File: src/rtl/pkt_buffer_writer_if.sv
// Port bundle of the packet buffer writer: RX flit stream, emptylist pop port,
// buffer write port, metadata output and statistics counters.
interface pkt_buffer_writer_if #(
  parameter int PKT_AWIDTH = 9
);
  localparam int PKTBUF_AWIDTH = PKT_AWIDTH + 5;

  logic                     in_pkt_sop;
  logic                     in_pkt_eop;
  logic                     in_pkt_valid;
  logic [511:0]             in_pkt_data;
  logic [5:0]               in_pkt_empty;
  logic [2:0]               in_pkt_flags;
  logic                     in_pkt_ready;

  logic [PKT_AWIDTH-1:0]    emptylist_out_data;
  logic                     emptylist_out_valid;
  logic                     emptylist_out_ready;

  // writedata packs {data[511:0], sop, eop, empty[5:0]}
  logic [PKTBUF_AWIDTH-1:0] pkt_buffer_address;
  logic                     pkt_buffer_write;
  logic [519:0]             pkt_buffer_writedata;

  // meta_data packs {pkt_id, flits[4:0], len[15:0], pkt_flags[2:0]}
  logic                     meta_valid;
  logic [PKT_AWIDTH+23:0]   meta_data;
  logic                     meta_ready;

  logic [31:0]              pkt_cnt;
  logic [31:0]              drop_cnt;
  logic [31:0]              err_cnt;

  modport master (
    input  in_pkt_sop, in_pkt_eop, in_pkt_valid, in_pkt_data, in_pkt_empty, in_pkt_flags,
    output in_pkt_ready,
    input  emptylist_out_data, emptylist_out_valid,
    output emptylist_out_ready,
    output pkt_buffer_address, pkt_buffer_write, pkt_buffer_writedata,
    output meta_valid, meta_data,
    input  meta_ready,
    output pkt_cnt, drop_cnt, err_cnt
  );

  modport slave (
    output in_pkt_sop, in_pkt_eop, in_pkt_valid, in_pkt_data, in_pkt_empty, in_pkt_flags,
    input  in_pkt_ready,
    output emptylist_out_data, emptylist_out_valid,
    input  emptylist_out_ready,
    input  pkt_buffer_address, pkt_buffer_write, pkt_buffer_writedata,
    input  meta_valid, meta_data,
    output meta_ready,
    input  pkt_cnt, drop_cnt, err_cnt
  );
endinterface

File: src/rtl/pkt_buffer_writer.sv
// Receive side of the packet buffer: allocates a slot per packet from the
// emptylist, writes flits into the slot and emits one metadata record per packet.
module pkt_buffer_writer #(
  parameter int PKT_AWIDTH = 9,
  parameter int MAX_FLITS  = 31
) (
  input logic                 clk,
  input logic                 rst_n,
  pkt_buffer_writer_if.master bus
);
  localparam int PKTBUF_AWIDTH = PKT_AWIDTH + 5;
  localparam logic [2:0]  PKT_DROP = 3'b100;
  localparam logic [4:0]  MAX_IDX  = 5'(MAX_FLITS);
  localparam logic [15:0] DROP_LEN = 16'(64 * MAX_FLITS);

  typedef enum logic [1:0] {
    IDLE    = 2'd0,
    WRITE   = 2'd1,
    DISCARD = 2'd2
  } state_t;

  typedef struct packed {
    logic [511:0] data;
    logic         sop;
    logic         eop;
    logic [5:0]   empty;
  } flit_t;

  typedef struct packed {
    logic [PKT_AWIDTH-1:0] pkt_id;
    logic [4:0]            flits;
    logic [15:0]           len;
    logic [2:0]            pkt_flags;
  } metadata_t;

  function automatic logic [15:0] calc_len(input logic [4:0] flits, input logic [5:0] empty);
    return {5'd0, flits, 6'd0} - {10'd0, empty};
  endfunction

  state_t                   state_r, state_s;
  logic [PKT_AWIDTH-1:0]    pkt_id_r, pkt_id_s;
  logic [2:0]               flags_r, flags_s;
  logic [4:0]               idx_r, idx_s;
  logic                     run_r;

  logic                     ready_s, accept_s, pop_s, meta_hold_s;
  logic                     wr_en_s, emit_s, err_inc_s, drop_inc_s;
  logic [PKTBUF_AWIDTH-1:0] wr_addr_s;
  metadata_t                meta_s;

  logic                     wr_r;
  logic [PKTBUF_AWIDTH-1:0] addr_r;
  flit_t                    writedata_r;
  logic                     meta_valid_r;
  metadata_t                meta_data_r;
  logic [31:0]              pkt_cnt_r, drop_cnt_r, err_cnt_r;

  // Next-state, handshake and write/emit decisions for the packet FSM
  always_comb begin
    state_s     = state_r;
    pkt_id_s    = pkt_id_r;
    flags_s     = flags_r;
    idx_s       = idx_r;
    ready_s     = 1'b0;
    pop_s       = 1'b0;
    wr_en_s     = 1'b0;
    wr_addr_s   = {PKTBUF_AWIDTH{1'b0}};
    emit_s      = 1'b0;
    meta_s      = '0;
    err_inc_s   = 1'b0;
    drop_inc_s  = 1'b0;
    meta_hold_s = meta_valid_r & ~bus.meta_ready;

    case (state_r)
      IDLE: begin
        ready_s = run_r & bus.emptylist_out_valid & ~meta_hold_s;
      end
      WRITE, DISCARD: begin
        ready_s = run_r & ~meta_hold_s;
      end
      default: begin
        ready_s = 1'b0;
      end
    endcase
    accept_s = ready_s & bus.in_pkt_valid;

    case (state_r)
      IDLE: begin
        if (accept_s && bus.in_pkt_sop) begin
          pop_s     = 1'b1;
          pkt_id_s  = bus.emptylist_out_data;
          flags_s   = bus.in_pkt_flags;
          idx_s     = 5'd1;
          wr_en_s   = 1'b1;
          wr_addr_s = {bus.emptylist_out_data, 5'd0};
          if (bus.in_pkt_eop) begin
            emit_s = 1'b1;
            meta_s = '{pkt_id: bus.emptylist_out_data, flits: 5'd1,
                       len: calc_len(5'd1, bus.in_pkt_empty), pkt_flags: bus.in_pkt_flags};
          end else begin
            state_s = WRITE;
          end
        end else if (accept_s) begin
          err_inc_s = 1'b1;
        end else begin
          state_s = IDLE;
        end
      end
      WRITE: begin
        if (accept_s && bus.in_pkt_sop) begin
          // a new sop aborts the open packet; the sop beat itself is dropped
          emit_s    = 1'b1;
          meta_s    = '{pkt_id: pkt_id_r, flits: idx_r, len: {5'd0, idx_r, 6'd0}, pkt_flags: PKT_DROP};
          err_inc_s = 1'b1;
          state_s   = IDLE;
        end else if (accept_s && (idx_r == MAX_IDX)) begin
          if (bus.in_pkt_eop) begin
            emit_s     = 1'b1;
            meta_s     = '{pkt_id: pkt_id_r, flits: MAX_IDX, len: DROP_LEN, pkt_flags: PKT_DROP};
            drop_inc_s = 1'b1;
            state_s    = IDLE;
          end else begin
            state_s = DISCARD;
          end
        end else if (accept_s) begin
          wr_en_s   = 1'b1;
          wr_addr_s = {pkt_id_r, idx_r};
          idx_s     = idx_r + 5'd1;
          if (bus.in_pkt_eop) begin
            emit_s  = 1'b1;
            meta_s  = '{pkt_id: pkt_id_r, flits: idx_r + 5'd1,
                        len: calc_len(idx_r + 5'd1, bus.in_pkt_empty), pkt_flags: flags_r};
            state_s = IDLE;
          end else begin
            state_s = WRITE;
          end
        end else begin
          state_s = WRITE;
        end
      end
      DISCARD: begin
        if (accept_s && bus.in_pkt_eop) begin
          emit_s     = 1'b1;
          meta_s     = '{pkt_id: pkt_id_r, flits: MAX_IDX, len: DROP_LEN, pkt_flags: PKT_DROP};
          drop_inc_s = 1'b1;
          state_s    = IDLE;
        end else begin
          state_s = DISCARD;
        end
      end
      default: begin
        state_s = IDLE;
      end
    endcase
  end

  // FSM state and per-packet context registers
  always_ff @(posedge clk or negedge rst_n) begin
    if (!rst_n) begin
      state_r  <= IDLE;
      pkt_id_r <= {PKT_AWIDTH{1'b0}};
      flags_r  <= 3'd0;
      idx_r    <= 5'd0;
      run_r    <= 1'b0;
    end else begin
      state_r  <= state_s;
      pkt_id_r <= pkt_id_s;
      flags_r  <= flags_s;
      idx_r    <= idx_s;
      run_r    <= 1'b1;
    end
  end

  // Registered buffer write port, one cycle behind beat acceptance
  always_ff @(posedge clk or negedge rst_n) begin
    if (!rst_n) begin
      wr_r        <= 1'b0;
      addr_r      <= {PKTBUF_AWIDTH{1'b0}};
      writedata_r <= '0;
    end else if (wr_en_s) begin
      wr_r        <= 1'b1;
      addr_r      <= wr_addr_s;
      writedata_r <= '{data: bus.in_pkt_data, sop: bus.in_pkt_sop,
                       eop: bus.in_pkt_eop, empty: bus.in_pkt_empty};
    end else begin
      wr_r        <= 1'b0;
    end
  end

  // One-deep metadata register; a new record may load in the draining cycle
  always_ff @(posedge clk or negedge rst_n) begin
    if (!rst_n) begin
      meta_valid_r <= 1'b0;
      meta_data_r  <= '0;
    end else if (emit_s) begin
      meta_valid_r <= 1'b1;
      meta_data_r  <= meta_s;
    end else if (meta_valid_r && bus.meta_ready) begin
      meta_valid_r <= 1'b0;
    end else begin
      meta_valid_r <= meta_valid_r;
    end
  end

  // Statistics counters, free-running modulo 2^32
  always_ff @(posedge clk or negedge rst_n) begin
    if (!rst_n) begin
      pkt_cnt_r  <= 32'd0;
      drop_cnt_r <= 32'd0;
      err_cnt_r  <= 32'd0;
    end else begin
      pkt_cnt_r  <= pkt_cnt_r  + {31'd0, meta_valid_r & bus.meta_ready};
      drop_cnt_r <= drop_cnt_r + {31'd0, drop_inc_s};
      err_cnt_r  <= err_cnt_r  + {31'd0, err_inc_s};
    end
  end

  assign bus.in_pkt_ready         = ready_s;
  assign bus.emptylist_out_ready  = pop_s;
  assign bus.pkt_buffer_address   = addr_r;
  assign bus.pkt_buffer_write     = wr_r;
  assign bus.pkt_buffer_writedata = writedata_r;
  assign bus.meta_valid           = meta_valid_r;
  assign bus.meta_data            = meta_data_r;
  assign bus.pkt_cnt              = pkt_cnt_r;
  assign bus.drop_cnt             = drop_cnt_r;
  assign bus.err_cnt              = err_cnt_r;

endmodule

File: src/flat_wrapper.sv
// flat-port wrapper written by rule: the top's interface ports become plain ports
module pkt_buffer_writer_flat 
#(
  parameter int PKT_AWIDTH = 9,
  parameter int MAX_FLITS  = 31
)
  (clk, rst_n, bus_in_pkt_sop, bus_in_pkt_eop, bus_in_pkt_valid, bus_in_pkt_data, bus_in_pkt_empty, bus_in_pkt_flags, bus_in_pkt_ready, bus_emptylist_out_data, bus_emptylist_out_valid, bus_emptylist_out_ready, bus_pkt_buffer_address, bus_pkt_buffer_write, bus_pkt_buffer_writedata, bus_meta_valid, bus_meta_data, bus_meta_ready, bus_pkt_cnt, bus_drop_cnt, bus_err_cnt);
  pkt_buffer_writer_if #(.PKT_AWIDTH(PKT_AWIDTH)) bus_i ();
  input logic clk;
  input logic rst_n;
  input wire logic [$bits(bus_i.in_pkt_sop)-1:0] bus_in_pkt_sop;
  input wire logic [$bits(bus_i.in_pkt_eop)-1:0] bus_in_pkt_eop;
  input wire logic [$bits(bus_i.in_pkt_valid)-1:0] bus_in_pkt_valid;
  input wire logic [$bits(bus_i.in_pkt_data)-1:0] bus_in_pkt_data;
  input wire logic [$bits(bus_i.in_pkt_empty)-1:0] bus_in_pkt_empty;
  input wire logic [$bits(bus_i.in_pkt_flags)-1:0] bus_in_pkt_flags;
  output wire logic [$bits(bus_i.in_pkt_ready)-1:0] bus_in_pkt_ready;
  input wire logic [$bits(bus_i.emptylist_out_data)-1:0] bus_emptylist_out_data;
  input wire logic [$bits(bus_i.emptylist_out_valid)-1:0] bus_emptylist_out_valid;
  output wire logic [$bits(bus_i.emptylist_out_ready)-1:0] bus_emptylist_out_ready;
  output wire logic [$bits(bus_i.pkt_buffer_address)-1:0] bus_pkt_buffer_address;
  output wire logic [$bits(bus_i.pkt_buffer_write)-1:0] bus_pkt_buffer_write;
  output wire logic [$bits(bus_i.pkt_buffer_writedata)-1:0] bus_pkt_buffer_writedata;
  output wire logic [$bits(bus_i.meta_valid)-1:0] bus_meta_valid;
  output wire logic [$bits(bus_i.meta_data)-1:0] bus_meta_data;
  input wire logic [$bits(bus_i.meta_ready)-1:0] bus_meta_ready;
  output wire logic [$bits(bus_i.pkt_cnt)-1:0] bus_pkt_cnt;
  output wire logic [$bits(bus_i.drop_cnt)-1:0] bus_drop_cnt;
  output wire logic [$bits(bus_i.err_cnt)-1:0] bus_err_cnt;
  assign bus_i.in_pkt_sop = bus_in_pkt_sop;
  assign bus_i.in_pkt_eop = bus_in_pkt_eop;
  assign bus_i.in_pkt_valid = bus_in_pkt_valid;
  assign bus_i.in_pkt_data = bus_in_pkt_data;
  assign bus_i.in_pkt_empty = bus_in_pkt_empty;
  assign bus_i.in_pkt_flags = bus_in_pkt_flags;
  assign bus_in_pkt_ready = bus_i.in_pkt_ready;
  assign bus_i.emptylist_out_data = bus_emptylist_out_data;
  assign bus_i.emptylist_out_valid = bus_emptylist_out_valid;
  assign bus_emptylist_out_ready = bus_i.emptylist_out_ready;
  assign bus_pkt_buffer_address = bus_i.pkt_buffer_address;
  assign bus_pkt_buffer_write = bus_i.pkt_buffer_write;
  assign bus_pkt_buffer_writedata = bus_i.pkt_buffer_writedata;
  assign bus_meta_valid = bus_i.meta_valid;
  assign bus_meta_data = bus_i.meta_data;
  assign bus_i.meta_ready = bus_meta_ready;
  assign bus_pkt_cnt = bus_i.pkt_cnt;
  assign bus_drop_cnt = bus_i.drop_cnt;
  assign bus_err_cnt = bus_i.err_cnt;
  pkt_buffer_writer #(.PKT_AWIDTH(PKT_AWIDTH), .MAX_FLITS(MAX_FLITS)) u_core (.clk(clk), .rst_n(rst_n), .bus(bus_i));
endmodule
File: config.mk
export PLATFORM = sky130hd
export DESIGN_NAME = pkt_buffer_writer_flat
export DESIGN_NICKNAME = d
export VERILOG_FILES = /design/src/rtl/pkt_buffer_writer_if.sv /design/src/rtl/pkt_buffer_writer.sv /design/src/flat_wrapper.sv
export SDC_FILE = /design/constraint.sdc
export NUM_CORES = 1
export LEC_CHECK = 0
export CAP_MARGIN = 20
export CELL_PAD_IN_SITES_DETAIL_PLACEMENT = 0
export CELL_PAD_IN_SITES_GLOBAL_PLACEMENT = 1
export CORE_AREA = 5 5 464 466
export DETAILED_ROUTE_END_ITERATION = 10
export DIE_AREA = 0 0 469 471
export PLACE_DENSITY_LB_ADDON = 0.1
export SYNTH_ARGS = -nofsm -noshare
export SYNTH_HDL_FRONTEND = slang
export SYNTH_SLANG_ARGS = --single-unit
File: constraint.sdc
create_clock -name clk -period 7.3 [get_ports clk]
set_input_delay 2.19 -clock clk [delete_from_list [all_inputs] [get_ports clk]]
set_output_delay 2.19 -clock clk [all_outputs]
set_load 0.01 [all_outputs]
# Word level (Yosys, flattened, before mapping)
# Cells that the tools add are included.
[totals] register_bits=685 inputBits=537 wordCells=104
[op_classes] n_eq_ne=9 reduce_logical=11 add_sub_neg=6 bitwise=8 mux=51
[ops] op="two-way mux 33 bit" n=8
[ops] op="one-hot mux 33 bit (3 select lines)" n=1
[ops] op="adder 32 x 1 -> 32 bit" n=3
[ops] op="two-way mux 14 bit" n=4
[ops] op="one-hot mux 14 bit (2 select lines)" n=1
[ops] op="two-way mux 5 bit" n=4
[ops] op="two-way mux 1 bit" n=19
[ops] op="two-way mux 2 bit" n=7
[ops] op="subtractor 11 x 6 -> 12 bit" n=1
[ops] op="one-hot mux 5 bit (2 select lines)" n=1
[ops] op="one-hot mux 1 bit (2 select lines)" n=4
[ops] op="subtractor 7 x 6 -> 8 bit (first input constant)" n=1
[ops] op="bitwise AND 1 bit" n=6
[ops] op="inequality test 3 bit (second input constant)" n=2
[ops] op="one-hot mux 2 bit (3 select lines)" n=1
[ops] op="adder 5 x 1 -> 5 bit (second input constant)" n=1
[ops] op="equality test 5 bit (second input constant)" n=1
[ops] op="AND reduction 5 bit" n=1
[ops] op="logical AND 1 bit" n=4
[ops] op="inequality test 2 x 1 -> 1 bit (second input constant)" n=2
[ops] op="inequality test 2 bit (second input constant)" n=2
[ops] op="AND reduction 2 bit" n=2
[ops] op="nonzero test 2 bit" n=2
[ops] op="one-hot mux 1 bit (3 select lines)" n=1
[ops] op="other kinds (5)" n=6

# Logic depth before layout (Yosys ltp)
[depth] depth_word=11 mapped_depth=12

# Worst setup path after synthesis
# OpenSTA, ideal clock, no wires.
[synth_timing] kind="input to output" from="in bus_meta_ready" to="out bus_emptylist_out_ready" cell_stages=6 required_time_ps=5110 arrival_ps=3056 path_slack_ps=2054 cell_sequence="nor2b_1 -> nor3_4 -> nand3_2 -> inv_2 -> buf_4 -> buf_2"
[synth_via] elab_chain_len=9 word_cells_on_any_way=10 cone_classes="mux (3); bitwise (6); reduce/logical (1)"
[synth_lines] element="start, declared" line_no="flat_wrapper.sv:26" rtl="input wire logic [$bits(bus_i.meta_ready)-1:0] bus_meta_ready;"
[synth_lines] element="inverter 1 bit (*)" line_no="pkt_buffer_writer.sv:72" rtl="meta_hold_s = meta_valid_r & ~bus.meta_ready;"
[synth_lines] element="bitwise AND 1 bit (*)" line_no="pkt_buffer_writer.sv:72"
[synth_lines] element="inverter 1 bit (*)" line_no="pkt_buffer_writer.sv:76, pkt_buffer_writer.sv:79"
[synth_lines] element="bitwise AND 1 bit, on equally long branches" line_no="pkt_buffer_writer.sv:79, pkt_buffer_writer.sv:76"
[synth_lines] element="one-hot mux 1 bit (2 select lines) (*)" line_no="pkt_buffer_writer.sv:74" rtl="case (state_r)"
[synth_lines] element="bitwise AND 1 bit (*)" line_no="pkt_buffer_writer.sv:85" rtl="accept_s = ready_s & bus.in_pkt_valid;"
[synth_lines] element="logical AND 1 bit (*)" line_no="pkt_buffer_writer.sv:89" rtl="if (accept_s && bus.in_pkt_sop) begin"
[synth_lines] element="two-way mux 1 bit (*)" line_no="pkt_buffer_writer.sv:89"
[synth_lines] element="two-way mux 1 bit (*)" line_no="pkt_buffer_writer.sv:87" rtl="case (state_r)"
[synth_lines] element="end, declared" line_no="flat_wrapper.sv:20" rtl="output wire logic [$bits(bus_i.emptylist_out_ready)-1:0] bus_emptylist_out_ready;"
# Every way passes the cells marked *; elsewhere a longest branch is shown, timed or not.

# Worst setup path in the final report
[layout_timing] from="in bus_in_pkt_valid" to="out bus_emptylist_out_ready"
[layout_via] elab_chain_len=4
[layout_lines] element="start, declared" line_no="flat_wrapper.sv:13" rtl="input wire logic [$bits(bus_i.in_pkt_valid)-1:0] bus_in_pkt_valid;"
[layout_lines] element="bitwise AND 1 bit" line_no="pkt_buffer_writer.sv:85"
[layout_lines] element="logical AND 1 bit" line_no="pkt_buffer_writer.sv:89"
[layout_lines] element="two-way mux 1 bit" line_no="pkt_buffer_writer.sv:89"
[layout_lines] element="two-way mux 1 bit" line_no="pkt_buffer_writer.sv:87"
# Every way passes these cells.

==> impl_metrics.toml <==
[run_status]
run_status = "finished, final reports clean"

[worst_hold_path]
timing.hold.worst_path_depth = 2
holdPathEnd = "u_core.bus.pkt_buffer_writedata[144]"
worstHoldPathType = "reg2reg"
min_from = "u_core.bus.pkt_buffer_writedata[144]"

[clock_network]
clockBufferDepth = 3
insertion_delay_ps = 730
cts.reportedPaths.clkPinSlew_ps = 50
ctsHtreeMaxLevel = 3
clock_sink_count = 681
cts_tree = "done"
clock-root-buffer = "sky130_fd_sc_hd__clkbuf_16"
post-cts-setup-buffers = 0
cts-hold-fix-buffers = 0
postCtsResizedCells = 0
total_cts_buffers = 99

[route]
drt_iter0_drc = 1193
avgViaCountPerCell = 3.449
remaining_drc_errors = 0
final_antenna_net_count = 0
routed_wirelength_mm = 165.9
detailroute.via_count = 24185
detailedRoute.firstPassIterationCount = 5
detail_route.wl_per_cell_um = 23.66

[logic_synthesis]
top_cells_by_area_in_the_synthesized_netlist = "sky130_fd_sc_hd__dfrtp_1 (64%), sky130_fd_sc_hd__nand2_1 (23%), sky130_fd_sc_hd__xnor2_1 (2.3%), sky130_fd_sc_hd__buf_2 (1.3%), sky130_fd_sc_hd__xor2_1 (1.0%)"
post_synthesis_net_count = 3447
postSynth.asyncResetShare = 1.000
yosysTopAreaCellShare = 0.6361
ys_top_cells_by_count = "sky130_fd_sc_hd__nand2_1 (1,673), sky130_fd_sc_hd__dfrtp_1 (681), sky130_fd_sc_hd__xnor2_1 (69)"
synth_enable_flop_cells = 0
ys.warnings.count = 0
synth-seq-cells = 681
syn-cell-area_um2 = 26790
synth.largest_area_cell = "sky130_fd_sc_hd__dfrtp_1"
synth_flop_cell = "sky130_fd_sc_hd__dfrtp_1"
register_area_share_after_synthesis = 0.6361
synth.most_common_cell = "sky130_fd_sc_hd__nand2_1"
post_synth_inst_count = 2895
yosysUniqueCellTypes = 57
avgSynthCellArea_um2 = 9.254

[setup_path]
crit-reg2reg-launch = "u_core.idx_r[0]"
critPathTopFamily = "buffers and inverters"
r2r_end = "u_core.bus.pkt_buffer_writedata[432]"
cp-startpoint = "bus_in_pkt_valid"
cpMostUsedCell = "sky130_fd_sc_hd__clkdlybuf4s50_1"
path_buf_inv = 3
worst_r2r_path_cells = 10
worst-path-stages = 6
critPathMaxFanout = 4
critPathArrivalTime_ps = 3970
worst_setup_path_end_kind = "output pin"
worst-r2r-setup-slack_ps = 3330
setup_crit_start_kind = "input port"
worst_ep_required_time_ps = 5110
timing.critical_path.slowest_cell_delay_ps = 580
critical_path.cell_chain = "clkdlybuf4s50_1 > o21ai_1 > nor3_4 > nand3_2 > inv_2 > clkdlybuf4s50_1"
timing.setup.critical_path_class = "in2out"
crit_path_top_delay_cell = "sky130_fd_sc_hd__clkdlybuf4s50_1"

[power]
leakagePower_nw = 20.67
ir_worst_vdd_v = 0.0001629
power-per-cell-area_nw_per_um2 = 401.9

[sta]
rsz0062_at_grt = "no"
max_slew_margin = 0.3533
tightest_slew_ps = 970.0
setup_viol = 0
fin_worst_hold_slack_ps = 469.7
period_share = 0.8436
setup_slack_ps = 1142
hold_vio_cnt_final = 0
worst_clock_skew_ps = 25.83
timing_max_transition_violations_final = 0
tns_ps = 0
max_freq_mhz = 162.4
period_minus_slack_ps = 6158

[layout]
final.fill_count = 23156
area_growth_pct = 69.31
layout_net_count = 4644
final_design_area_no_fill_um2 = 45360
final_cells = 7013
drive_above_1_share = 0.04536

[floorplan]
row_count = 169
io-pin-count = 1204
initial_core_util = 0.1271
core_region_area_um2 = 210800
design.die.area_um2 = 220900
floorplan.die.height_um = 471
die_x_um = 469

[placement]
place_area_um2 = 42110
portBuffers = 1203
weighted_congestion_reported_at_the_end_of_routability_driven_placement = 0.7661
dp.cells = 6812
post-dp-hpwl_mm = 128.2
pre_cts_slack_ps = 1120

[global_route]
grt_pass1_wl_mm = 223.7
groute.usage.overall = 0.1453
vias_in_the_first_global_route = 25584
grt_overflow_total = 0
antenna_found_initial = 66
grt_start_max_net_pins = 161

[job]
drv_cap = 0
how the worst max path moves through the flow:
stage	slack, ps	to
final	1140	bus_emptylist_out_ready
after global routing	1030	bus_emptylist_out_ready
after CTS	1110	bus_in_pkt_ready
after detailed placement	1120	bus_in_pkt_ready
after global placement	1110	bus_emptylist_out_ready
after floorplan	2050	bus_emptylist_out_ready
through the flow:
| stage | power [W] | utilization |
|---|---|---|
| floorplan | 0.008432 | - |
| global route | 0.01946 | 0.2150 |
| global placement | 0.01366 | 0.1997 |
| CTS | 0.01877 | 0.2149 |
| finish | 0.01823 | 0.2152 |
| detailed placement | 0.01364 | 0.1997 |
registers in the layout, indices dropped and copies added (netlist names):
| register | count |
|---|---|
| u_core.bus.drop_cnt | 32 |
| u_core.bus.err_cnt | 32 |
| u_core.bus.meta_data | 29 |
| u_core.bus.meta_valid | 1 |
| u_core.bus.pkt_buffer_address | 14 |
| u_core.bus.pkt_buffer_write | 1 |
| u_core.bus.pkt_buffer_writedata | 520 |
| u_core.bus.pkt_cnt | 32 |
| u_core.flags_r | 3 |
| u_core.idx_r | 5 |
| u_core.pkt_id_r | 9 |
| u_core.run_r | 1 |
| u_core.state_r | 2 |
logic make-up after synthesis:
| group | share of synthesized area |
|---|---|
| xor+xnor | 0.03302 |
| simple gates | 0.2703 |
| other cells | 0.0001400 |
| flops | 0.6361 |
| mux | 0.0007939 |
| buf+inv | 0.02905 |
| compound gates | 0.02359 |
| fa+ha+maj | 0.007005 |
layout by cell type, fill, tap and decap left out, drive strengths merged, types with 14 or more instances in the layout:
master / count
a21oi: 20
buf: 37
clkbuf: 159
clkdlybuf4s50: 1202
dfrtp: 681
diode: 25
ha: 15
inv: 23
nand2: 1674
nand3: 38
nand4: 29
nor2: 43
o21ai: 14
xnor2: 69
xor2: 32
area by class of cell:
cell class,count,area (um^2),share of cell area
Inverter,21,86.33,0.001903
Antenna cell,25,62.56,0.001379
Tap cell,2821,3530,0.07781
Sequential cell,681,17040,0.3757
Clock buffer,159,2984,0.06579
Timing Repair Buffer,1239,12470,0.2748
Clock inverter,17,203.9,0.004496
Multi-Input combinational cell,2050,8985,0.1981
per-layer routing:
metal  global-route usage  share of wire
met5                    0        0.00049
met4              0.06065          0.037
met3              0.06331          0.099
met2               0.2411           0.48
met1               0.1621           0.39
worst register-to-register path: cells and delay by family (launching register included):
family,cells,cell delay [ps]
adders and majority gates,2,780
buffers and inverters,2,1160
DFF,1,530
and+or+nand+nor,6,1440
where the power goes:
group          leakage [nW]  internal [W]  switching, W
Combinational          10.5       0.00347       0.00364
Clock                  1.56       0.00288       0.00198
Sequential             8.63       0.00534      0.000921
Total                  20.7        0.0117       0.00654
(Power assumes the default switching activity.)
